<file path="src/rtl/cache_pkg.sv">
// Shared types and sizing helpers for the direct-mapped write-through cache controller.
package cache_pkg;

   localparam int ADDR_W_DEF = 16;
   localparam int DATA_W_DEF = 32;

   typedef enum logic [2:0] {
      IDLE     = 3'd0,
      LOOKUP   = 3'd1,
      MEM_REQ  = 3'd2,
      MEM_WAIT = 3'd3,
      RESP     = 3'd4
   } cache_state_e;

   typedef struct packed {
      logic                  write;
      logic [ADDR_W_DEF-1:0] addr;
      logic [DATA_W_DEF-1:0] wdata;
   } cache_req_t;

   function automatic int idx_w(input int num_lines);
      return $clog2(num_lines);
   endfunction

endpackage

</file>
<file path="src/rtl/dm_line_store.sv">
// One-word-per-line valid/tag/data store: combinational read, one write port,
// and a tag-qualified clear-valid port that overrides the write.
module dm_line_store #(
   parameter int NUM_LINES = 16,
   parameter int IDX_W     = 4,
   parameter int TAG_W     = 12,
   parameter int DATA_W    = 32
) (
   input  logic              clk,
   input  logic              rst,
   input  logic [IDX_W-1:0]  rd_idx,
   output logic              rd_valid,
   output logic [TAG_W-1:0]  rd_tag,
   output logic [DATA_W-1:0] rd_data,
   input  logic              wr_en,
   input  logic [IDX_W-1:0]  wr_idx,
   input  logic [TAG_W-1:0]  wr_tag,
   input  logic [DATA_W-1:0] wr_data,
   input  logic              clr_en,
   input  logic [IDX_W-1:0]  clr_idx,
   input  logic [TAG_W-1:0]  clr_tag
);

   logic [NUM_LINES-1:0] valid_r;
   logic [TAG_W-1:0]     tag_r  [NUM_LINES];
   logic [DATA_W-1:0]    data_r [NUM_LINES];
   logic [NUM_LINES-1:0] clr_mask_s;
   logic [NUM_LINES-1:0] wr_mask_s;

   // Clear compares against the tag the line will hold after this edge
   always_comb begin
      clr_mask_s = '0;
      wr_mask_s  = '0;
      for (int i = 0; i < NUM_LINES; i++) begin
         if (wr_en && (wr_idx == IDX_W'(i))) begin
            wr_mask_s[i]  = 1'b1;
            clr_mask_s[i] = clr_en && (clr_idx == IDX_W'(i)) && (clr_tag == wr_tag);
         end else begin
            wr_mask_s[i]  = 1'b0;
            clr_mask_s[i] = clr_en && (clr_idx == IDX_W'(i)) && (clr_tag == tag_r[i]);
         end
      end
   end

   // Valid bits: reset clears all, clear beats write
   always_ff @(posedge clk) begin
      if (rst) begin
         valid_r <= '0;
      end else begin
         valid_r <= (valid_r | wr_mask_s) & ~clr_mask_s;
      end
   end

   // Tag and data arrays need no reset; valid bits gate their use
   always_ff @(posedge clk) begin
      if (wr_en) begin
         tag_r[wr_idx]  <= wr_tag;
         data_r[wr_idx] <= wr_data;
      end
   end

   assign rd_valid = valid_r[rd_idx];
   assign rd_tag   = tag_r[rd_idx];
   assign rd_data  = data_r[rd_idx];

endmodule

</file>
<file path="src/rtl/dm_cache_ctrl.sv">
// Direct-mapped, write-through, no-write-allocate cache controller with a
// snoop invalidate port.
module dm_cache_ctrl
   import cache_pkg::*;
#(
   parameter int ADDR_W    = ADDR_W_DEF,
   parameter int DATA_W    = DATA_W_DEF,
   parameter int NUM_LINES = 16
) (
   input  logic              clk,
   input  logic              rst,
   input  logic              cpu_req_valid,
   output logic              cpu_req_ready,
   input  logic              cpu_write,
   input  logic [ADDR_W-1:0] cpu_addr,
   input  logic [DATA_W-1:0] cpu_wdata,
   output logic              cpu_rsp_valid,
   output logic [DATA_W-1:0] cpu_rdata,
   output logic              mem_req_valid,
   input  logic              mem_ready,
   output logic              mem_write,
   output logic [ADDR_W-1:0] mem_addr,
   output logic [DATA_W-1:0] mem_wdata,
   input  logic              mem_rsp_valid,
   input  logic [DATA_W-1:0] mem_rdata,
   input  logic              inv_valid,
   input  logic [ADDR_W-1:0] inv_addr
);

   localparam int IDX_W = idx_w(NUM_LINES);
   localparam int TAG_W = ADDR_W - IDX_W;

   cache_state_e      state_r, next_s;
   cache_req_t        req_r;
   logic              mem_write_r;
   logic [ADDR_W-1:0] mem_addr_r;
   logic [DATA_W-1:0] mem_wdata_r;
   logic [DATA_W-1:0] cpu_rdata_r;
   logic              line_valid_s;
   logic [TAG_W-1:0]  line_tag_s;
   logic [DATA_W-1:0] line_data_s;
   logic              hit_s;
   logic              wr_en_s;
   logic [DATA_W-1:0] wr_data_s;
   logic [IDX_W-1:0]  idx_s;
   logic [TAG_W-1:0]  tag_s;

   assign idx_s = req_r.addr[IDX_W-1:0];
   assign tag_s = req_r.addr[ADDR_W-1:IDX_W];
   assign hit_s = line_valid_s && (line_tag_s == tag_s);

   // Array write: store-hit update in LOOKUP, fill on a load response
   always_comb begin
      wr_en_s   = 1'b0;
      wr_data_s = mem_rdata;
      if (state_r == LOOKUP) begin
         wr_en_s   = req_r.write && hit_s;
         wr_data_s = req_r.wdata;
      end else if (state_r == MEM_WAIT) begin
         wr_en_s   = !req_r.write && mem_rsp_valid;
         wr_data_s = mem_rdata;
      end else begin
         wr_en_s   = 1'b0;
         wr_data_s = mem_rdata;
      end
   end

   dm_line_store #(
      .NUM_LINES (NUM_LINES),
      .IDX_W     (IDX_W),
      .TAG_W     (TAG_W),
      .DATA_W    (DATA_W)
   ) u_store (
      .clk      (clk),
      .rst      (rst),
      .rd_idx   (idx_s),
      .rd_valid (line_valid_s),
      .rd_tag   (line_tag_s),
      .rd_data  (line_data_s),
      .wr_en    (wr_en_s),
      .wr_idx   (idx_s),
      .wr_tag   (tag_s),
      .wr_data  (wr_data_s),
      .clr_en   (inv_valid),
      .clr_idx  (inv_addr[IDX_W-1:0]),
      .clr_tag  (inv_addr[ADDR_W-1:IDX_W])
   );

   // State register
   always_ff @(posedge clk) begin
      if (rst) begin
         state_r <= IDLE;
      end else begin
         state_r <= next_s;
      end
   end

   // Next-state logic
   always_comb begin
      next_s = state_r;
      case (state_r)
         IDLE:     next_s = cpu_req_valid ? LOOKUP : IDLE;
         LOOKUP:   next_s = (!req_r.write && hit_s) ? RESP : MEM_REQ;
         MEM_REQ:  next_s = mem_ready ? MEM_WAIT : MEM_REQ;
         MEM_WAIT: next_s = mem_rsp_valid ? RESP : MEM_WAIT;
         RESP:     next_s = IDLE;
         default:  next_s = IDLE;
      endcase
   end

   // Handshake outputs decoded straight from the state register
   always_comb begin
      cpu_req_ready = 1'b0;
      mem_req_valid = 1'b0;
      cpu_rsp_valid = 1'b0;
      case (state_r)
         IDLE:    cpu_req_ready = 1'b1;
         MEM_REQ: mem_req_valid = 1'b1;
         RESP:    cpu_rsp_valid = 1'b1;
         default: cpu_req_ready = 1'b0;
      endcase
   end

   // Request capture, memory request fields and CPU read data
   always_ff @(posedge clk) begin
      if (rst) begin
         req_r       <= '0;
         mem_write_r <= 1'b0;
         mem_addr_r  <= '0;
         mem_wdata_r <= '0;
         cpu_rdata_r <= '0;
      end else begin
         case (state_r)
            IDLE: begin
               if (cpu_req_valid) begin
                  req_r.write <= cpu_write;
                  req_r.addr  <= cpu_addr;
                  req_r.wdata <= cpu_wdata;
               end
            end
            LOOKUP: begin
               if (!req_r.write && hit_s) begin
                  cpu_rdata_r <= line_data_s;
               end else begin
                  mem_write_r <= req_r.write;
                  mem_addr_r  <= req_r.addr;
                  mem_wdata_r <= req_r.write ? req_r.wdata : '0;
               end
            end
            MEM_WAIT: begin
               if (mem_rsp_valid) begin
                  cpu_rdata_r <= req_r.write ? '0 : mem_rdata;
               end
            end
            default: begin
               cpu_rdata_r <= cpu_rdata_r;
            end
         endcase
      end
   end

   assign mem_write = mem_write_r;
   assign mem_addr  = mem_addr_r;
   assign mem_wdata = mem_wdata_r;
   assign cpu_rdata = cpu_rdata_r;

endmodule

</file>
<file path="config.mk">
export PLATFORM = sky130hd
export DESIGN_NAME = dm_cache_ctrl
export DESIGN_NICKNAME = d
export VERILOG_FILES = /design/src/rtl/cache_pkg.sv /design/src/rtl/dm_line_store.sv /design/src/rtl/dm_cache_ctrl.sv
export SDC_FILE = /design/constraint.sdc
export NUM_CORES = 1
export LEC_CHECK = 0
export CAP_MARGIN = 5
export CORE_MARGIN = 1.5
export CORE_UTILIZATION = 45
export DETAILED_ROUTE_END_ITERATION = 6
export HOLD_SLACK_MARGIN = 0.06
export PLACE_DENSITY = 0.65
export SLEW_MARGIN = 20
export SYNTH_ARGS = -nofsm -noshare
export SYNTH_HDL_FRONTEND = slang
export SYNTH_SLANG_ARGS = --single-unit
export TNS_END_PERCENT = 100
</file>
<file path="constraint.sdc">
create_clock -name clk -period 7.4 [get_ports clk]
set_clock_uncertainty 0.15 [all_clocks]
set_input_delay 1.48 -clock clk [delete_from_list [all_inputs] [get_ports clk]]
set_output_delay 1.48 -clock clk [all_outputs]
set_load 0.005 [all_outputs]
</file>
==> metrics.cfg, run 1 <==
[run_status]
status = finished clean

[placement]
dp_slack_ns = 1.91
dpl_cell_area_um2 = 38800
globalplace.congestion = 0.888
dp_hpwl_um = 59800
port_buffers = 186

[hold_path]
hold_depth = 2
worstHoldPathType = reg2reg

[clock_tree]
postCtsResizedCells = 0
clkSinkCount = 857
numCtsBuffers = 89
post_cts_buffers = 0
htreeDepth = 3
clkSlewWorstSetupHoldPaths_ns = 0.06
clkLatencyLatePin_ns = 0.64
hold_buffers = 0
cts_root_buf = clkbuf_16
cts_buffer_depth = 3
cts_tree = done

[die]
io_pins = 187
core_area_um2 = 77800
initial_core_util_pct = 45.6
die_h_um = 284
die_w_um = 284
dieArea_um2 = 80700
num_rows = 102

[power_and_ir_drop]
cellPowerDensity_nw_per_um2 = 259
ir_drop_v = 0.000168
leakagePower_nw = 12.9

[timing]
slew_violations = 0
fin_setup_tns_ns = 0
fmax_mhz = 180
finalCritPeriodShare_pct = 75.0
hold_viol_final = 0
max_slew_margin_pct = 23.8
holdWs_ns = 0.322
grt_setup_unrepaired = no
post-route-min-period_ns = 5.55
setup_slack_ns = 1.85
setup_viol = 0
tightest_slew_ns = 1.14

[setup_path]
reg2reg_slack_ns = 1.85
cp.required_ns = 7.77
cp_max_fo = 45
critPathArrivalTime_ns = 5.92
critPathCaptureType = flip-flop
reg2reg_depth = 12
criticalPathCategory = reg2reg
start_kind = flip-flop

[synth]
synth-seq-cells = 857
synthTopCellsByArea = edfxtp_1 59%, mux4_2 13%, dfxtp_1 8.6%
synth.distinct_cells = 55
synth_area_leader_cell = edfxtp_1
ys.flop_type = edfxtp_1
syn_nets = 2230
synthArstFlopShare_pct = 0
synth-edff-count = 704
synth_top_area_share_pct = 59.5
synth_warnings = 0
yosysSeqAreaShare_pct = 68.1
syn_area_um2 = 35500
synth_area_per_cell_um2 = 16.7
postSynthCellCount = 2127

[grt]
grt_pass1_vias = 20791
grt_overflow_total = 0
antenna_found_initial = 3
grt_usage_pct = 23.5
grt_pass1_wl_um = 139000
grt_start_max_net_pins = 85

[drt]
drt-initial-drc-count = 2021
ant_nets = 0
wl_per_cell_um = 27.7
routed_wl_um = 95500
viasPerCell = 5.92
dr.pass1.iters = 5
route.detailed.drc = 0
num_vias = 20405

[cells_and_area]
drive_gt1_share_pct = 21.2
nets = 2433
syn_to_final_growth_pct = 17.3
num-fill-cells = 6212
stdcell_area_um2 = 41700

[flow_run]
max_cap_violations = 0

-- per-stage QoR --
stage | std cells | utilization, % | power, mW
2_1_floorplan | 2127 | - | 6.13
3_3_place_gp | 3278 | 49.8 | 6.50
3_5_place_dp | 3278 | 49.8 | 6.51
4_1_cts | 3442 | 53.5 | 10.8
5_1_grt | 3443 | 53.5 | 11.1
6_report | 3444 | 53.5 | 10.8
-- registers in the layout (all words and copies together) (netlist names), 4 cells and up, named ones only --
name,count
idx_s,4
mem_addr,16
u_store.valid_r,16
u_store.data_r,512
mem_wdata,32
cpu_rdata,32
req_r,45
u_store.tag_r,192
-- worst paths after layout --
| check | start | endpoint |
|---|---|---|
| setup / recovery | flip-flop | u_store.valid_r[9] |
| hold / removal | cpu_rdata[29] | cpu_rdata[29] |
| setup reg to reg | flip-flop | u_store.valid_r[9] |
| hold reg to reg | cpu_rdata[29] | cpu_rdata[29] |
-- layout by cell type (no fill, tap or decap), drive strengths merged, types with 4 or more instances in the layout --
cell type | synthesis | routed
edfxtp | 704 | 704
nand3 | 16 | 16
o21ai | 4 | 4
nor3 | 27 | 27
clkinv | 0 | 34
nor2 | 95 | 95
nand2 | 177 | 177
nor4b | 6 | 6
mux2i | 39 | 39
clkinvlp | 0 | 6
a21oi | 65 | 65
xor2 | 37 | 37
o21ba | 4 | 4
o22ai | 4 | 4
clkdlybuf4s50 | 0 | 185
a22oi | 36 | 36
mux4 | 207 | 207
a221oi | 11 | 11
clkbuf | 108 | 114
buf | 37 | 72
xnor2 | 176 | 176
nor2b | 7 | 7
nand4 | 66 | 66
o31a | 4 | 4
dfxtp | 153 | 153
nor4 | 20 | 20
a31oi | 24 | 24
and2 | 4 | 4
nand2b | 7 | 7
bufinv | 0 | 4
mux2 | 54 | 54
inv | 5 | 11
-- layout make-up --
type,instances,area [µm²],area share (%)
inverters,5,18.8,0.0450
clock buffers,114,2440,5.86
diodes,1,2.50,0.00601
flip-flops and latches,857,24200,58.1
well taps,1040,1300,3.12
repair buffers,257,2420,5.80
multi-input cells,1120,10800,26.0
clock inverters,50,430,1.03
-- layer usage --
metal | wire, µm | part of all wire [%] | track usage [%] | vias to the layer above
li1 | - | - | - | 8721
met1 | 39200 | 41 | 32.1 | 10597
met2 | 46200 | 48 | 38.0 | 924
met3 | 7110 | 7.4 | 4.43 | 163
met4 | 3020 | 3.2 | 7.87 | 0
met5 | 0 | 0 | 0 | -
-- worst max-delay path, stage by stage (launching register included) --
cell     delay (ns)
dfxtp_4        0.87
buf_4          0.42
mux4_2         0.53
mux2_2         0.28
nand2_1        0.13
a21oi_1        0.09
or4b_1         0.59
nor4_4         0.48
a21oi_4        0.27
buf_16         0.25
nor3_2         0.19
buf_4          0.71
mux2_2         0.41
-- kinds of logic after synthesis --
logic type      synth area share [%]
buf+inv                         1.70
simple gates                    5.94
mux                             15.9
flops                           68.1
xor+xnor                        5.25
compound gates                  3.07
-- where the power goes --
group          switching, mW  internal (mW)  total, mW  leakage, nW
sequential             0.100           5.33       5.43         7.63
combinational          0.560          0.415      0.975         3.84
clock                   1.89           2.49       4.38         1.41
total                   2.55           8.24       10.8         12.9
-- Yosys cell counts, types with 3 or more instances --
library cell  number
inv_1              4
xor2_1            37
a211oi_1           3
a22oi_1           36
o31a_1             4
clkbuf_1         108
o31ai_1            3
mux4_2           207
nor3b_1            3
and3_1             3
buf_1             15
dfxtp_1          153
nor2b_1            7
buf_4              3
nor2_1            95
buf_2             18
o22ai_1            4
and4_1             3
and2_1             4
nand2b_1           7
edfxtp_1         704
nand2_1          177
xnor2_1          176
a31oi_1           24
mux2_1             4
nand3_1           16
mux2i_1           39
a221oi_1          11
mux2_2            50
o21ai_0            4
o21ba_2            4
nor3_1            27
nor4_1            18
nor4b_2            5
nand4_1           66
a21oi_1           64
Power figures use the tool's default switching activity.
==> run 2: changes to the inputs <==
- clock period: 7.4 -> 5 ns (I/O delays scaled with it)
==> run 2 against run 1 <==
Via count is 1.9% higher. Clock-buffer cell count is 4 higher. Global-route usage is 1.2 points higher. Die area stayed put. Critical path depth is 3 lower. Critical endpoint is now u_store.data_r[14][21]. Combinational power is 60% higher. Critical path type unchanged.
==> metrics.cfg, run 2 (synthesis results as in run 1) <==
[run_status]
status = finished clean

[grt]
grt_usage_pct = 24.6  ; +1.2 points
grt_pass1_wl_um = 144000  ; +4.0%
grt_overflow_total = 0  ; unchanged
grt_pass1_vias = 20942  ; +0.73%
grt_start_max_net_pins = 127  ; +49%
antenna_found_initial = 4  ; +1

[drt]
viasPerCell = 6.01  ; +1.4%
routed_wl_um = 99500  ; +4.2%
wl_per_cell_um = 28.8  ; +3.7%
num_vias = 20784  ; +1.9%
drt-initial-drc-count = 2565  ; +27%
ant_nets = 0  ; unchanged
dr.pass1.iters = 5  ; unchanged
route.detailed.drc = 0  ; unchanged

[timing]
grt_setup_unrepaired = no
tightest_slew_ns = 1.14  ; -0.000883 ns
holdWs_ns = 0.320  ; -0.00233 ns
finalCritPeriodShare_pct = 97.1  ; +22 points
setup_viol = 0  ; unchanged
setup_slack_ns = 0.145  ; -1.71 ns
slew_violations = 0  ; unchanged
post-route-min-period_ns = 4.85  ; -0.693 ns
hold_viol_final = 0  ; unchanged
fmax_mhz = 206  ; +14%
max_slew_margin_pct = 24.0  ; +0.13 points

[die]
die_w_um = 284  ; unchanged
core_area_um2 = 77800  ; unchanged
die_h_um = 284  ; unchanged
io_pins = 187  ; unchanged
num_rows = 102  ; unchanged
initial_core_util_pct = 45.6  ; unchanged
dieArea_um2 = 80700  ; unchanged

[cells_and_area]
largest_register_ffs = 512  ; unchanged
final_util_pct = 54.4  ; +0.85 points
layout_commonest_cell = edfxtp_1
syn_to_final_growth_pct = 19.1
drive_gt1_share_pct = 21.8  ; +0.55 points
num-fill-cells = 6112  ; -1.6%
n_antenna_cell = 0  ; -1
reg.largest.list = u_store.data_r (512), u_store.tag_r (192), req_r (45)
most-common-layout-cells = 704 x edfxtp_1, 207 x mux4_2, 185 x clkdlybuf4s50_1
nets = 2448  ; +0.62%
largest_register = u_store.data_r

[setup_path]
reg2reg_depth = 9  ; -3
cp_max_fo = 25  ; -44%
timing.rr.end = u_store.data_r[14][21]
start_kind = flip-flop
criticalPathCategory = reg2reg
critPathArrivalTime_ns = 5.06  ; -0.86 ns
cp-endpoint = u_store.data_r[14][21]
cp.required_ns = 5.20  ; -2.57 ns
critPathCaptureType = flip-flop
reg2reg_slack_ns = 0.15  ; -1.71 ns

[clock_tree]
numCtsBuffers = 90  ; +1.1%
htreeDepth = 3  ; unchanged
clkSinkCount = 857  ; unchanged
clkLatencyLatePin_ns = 0.66  ; +0.02 ns
post_cts_buffers = 0  ; unchanged
cts_buffer_depth = 3  ; unchanged
cts_root_buf = clkbuf_16
cts_tree = done
clkSlewWorstSetupHoldPaths_ns = 0.06  ; about the same

[placement]
dp_hpwl_um = 65700  ; +9.9%
globalplace.congestion = 0.942  ; +6.1%
port_buffers = 186  ; unchanged
dp_slack_ns = 0.138  ; -1.77 ns

[flow_run]
max_cap_violations = 0  ; unchanged

[power_and_ir_drop]
leakagePower_nw = 13.2  ; +2.8%
p_total_mw = 16.6  ; +54%
cellPowerDensity_nw_per_um2 = 392  ; +51%
ir_drop_v = 0.000335  ; +100%

[hold_path]
worstHoldStart = cpu_rdata[10]
worstHoldPathType = reg2reg

[run 2: cell count changes in the layout (fill, tap and decap cells not counted), sizes merged]
cell    change
buf        +14
bufinv      +7
clkbuf      +4
clkinv      -4
inv         -4
diode       -1
[run 2: how the worst min path moves through the flow]
| stage | slack [ns] | cells after the start | end |
|---|---|---|---|
| final | 0.32 | 2 | cpu_rdata[10] |
| after CTS | 0.33 | 2 | cpu_rdata[10] |
| after floorplan | 0.30 | 2 | req_r[0] |
| after global routing | 0.34 | 2 | cpu_rdata[10] |
| after global placement | 0.31 | 2 | cpu_rdata[29] |
| after detailed placement | 0.32 | 2 | cpu_rdata[19] |
[run 2: through the flow]
stage | cell area (µm²) | std cells | TNS, ns
6_report | 42300 | 3460 | 0
5_1_grt | 42300 | 3460 | 0
4_1_cts | 42300 | 3460 | 0
3_5_place_dp | 39200 | 3293 | 0
3_3_place_gp | 39200 | 3293 | 0
2_1_floorplan | 35700 | 2127 | -218.70
[run 2: metal layers]
metal  track usage [%]  routed length [µm]
met5                 0                  19
met4              9.47                3890
met3              5.69                9100
met2              38.4               46600
met1              33.8               40000
[run 2: where the power goes]
part           total [mW]  switching, mW  internal (mW)  leakage (nW)
combinational        1.56          0.927          0.632          4.09
clock                7.02           2.84           4.18          1.53
sequential           8.01          0.116           7.90          7.63
total                16.6           3.88           12.7          13.2
[run 2: repair_timing]
action                                  in CTS  in global routing
hold buffers                                 0                  0
gates resized for setup                      0                  0
endpoints found under the setup margin       0                 14
[run 2: final cells by class]
cell class | count | area [µm²] | area share, %
tap | 1040 | 1300 | 3.07
multi-input combinational | 1120 | 10900 | 25.8
inverter | 5 | 18.8 | 0.0443
sequential | 857 | 24200 | 57.2
clock inverter | 49 | 632 | 1.49
clock buffer | 118 | 2530 | 5.99
timing repair buffer | 271 | 2690 | 6.35
[run 2: critical path, stage by stage, from the launching register on]
cell	delay [ns]
dfxtp_4	0.63
mux4_2	0.61
mux4_2	0.51
xnor2_1	0.15
nand2_1	0.09
or4b_4	0.57
nor4_4	0.37
a21oi_4	0.32
nor3_4	0.87
buf_12	0.26
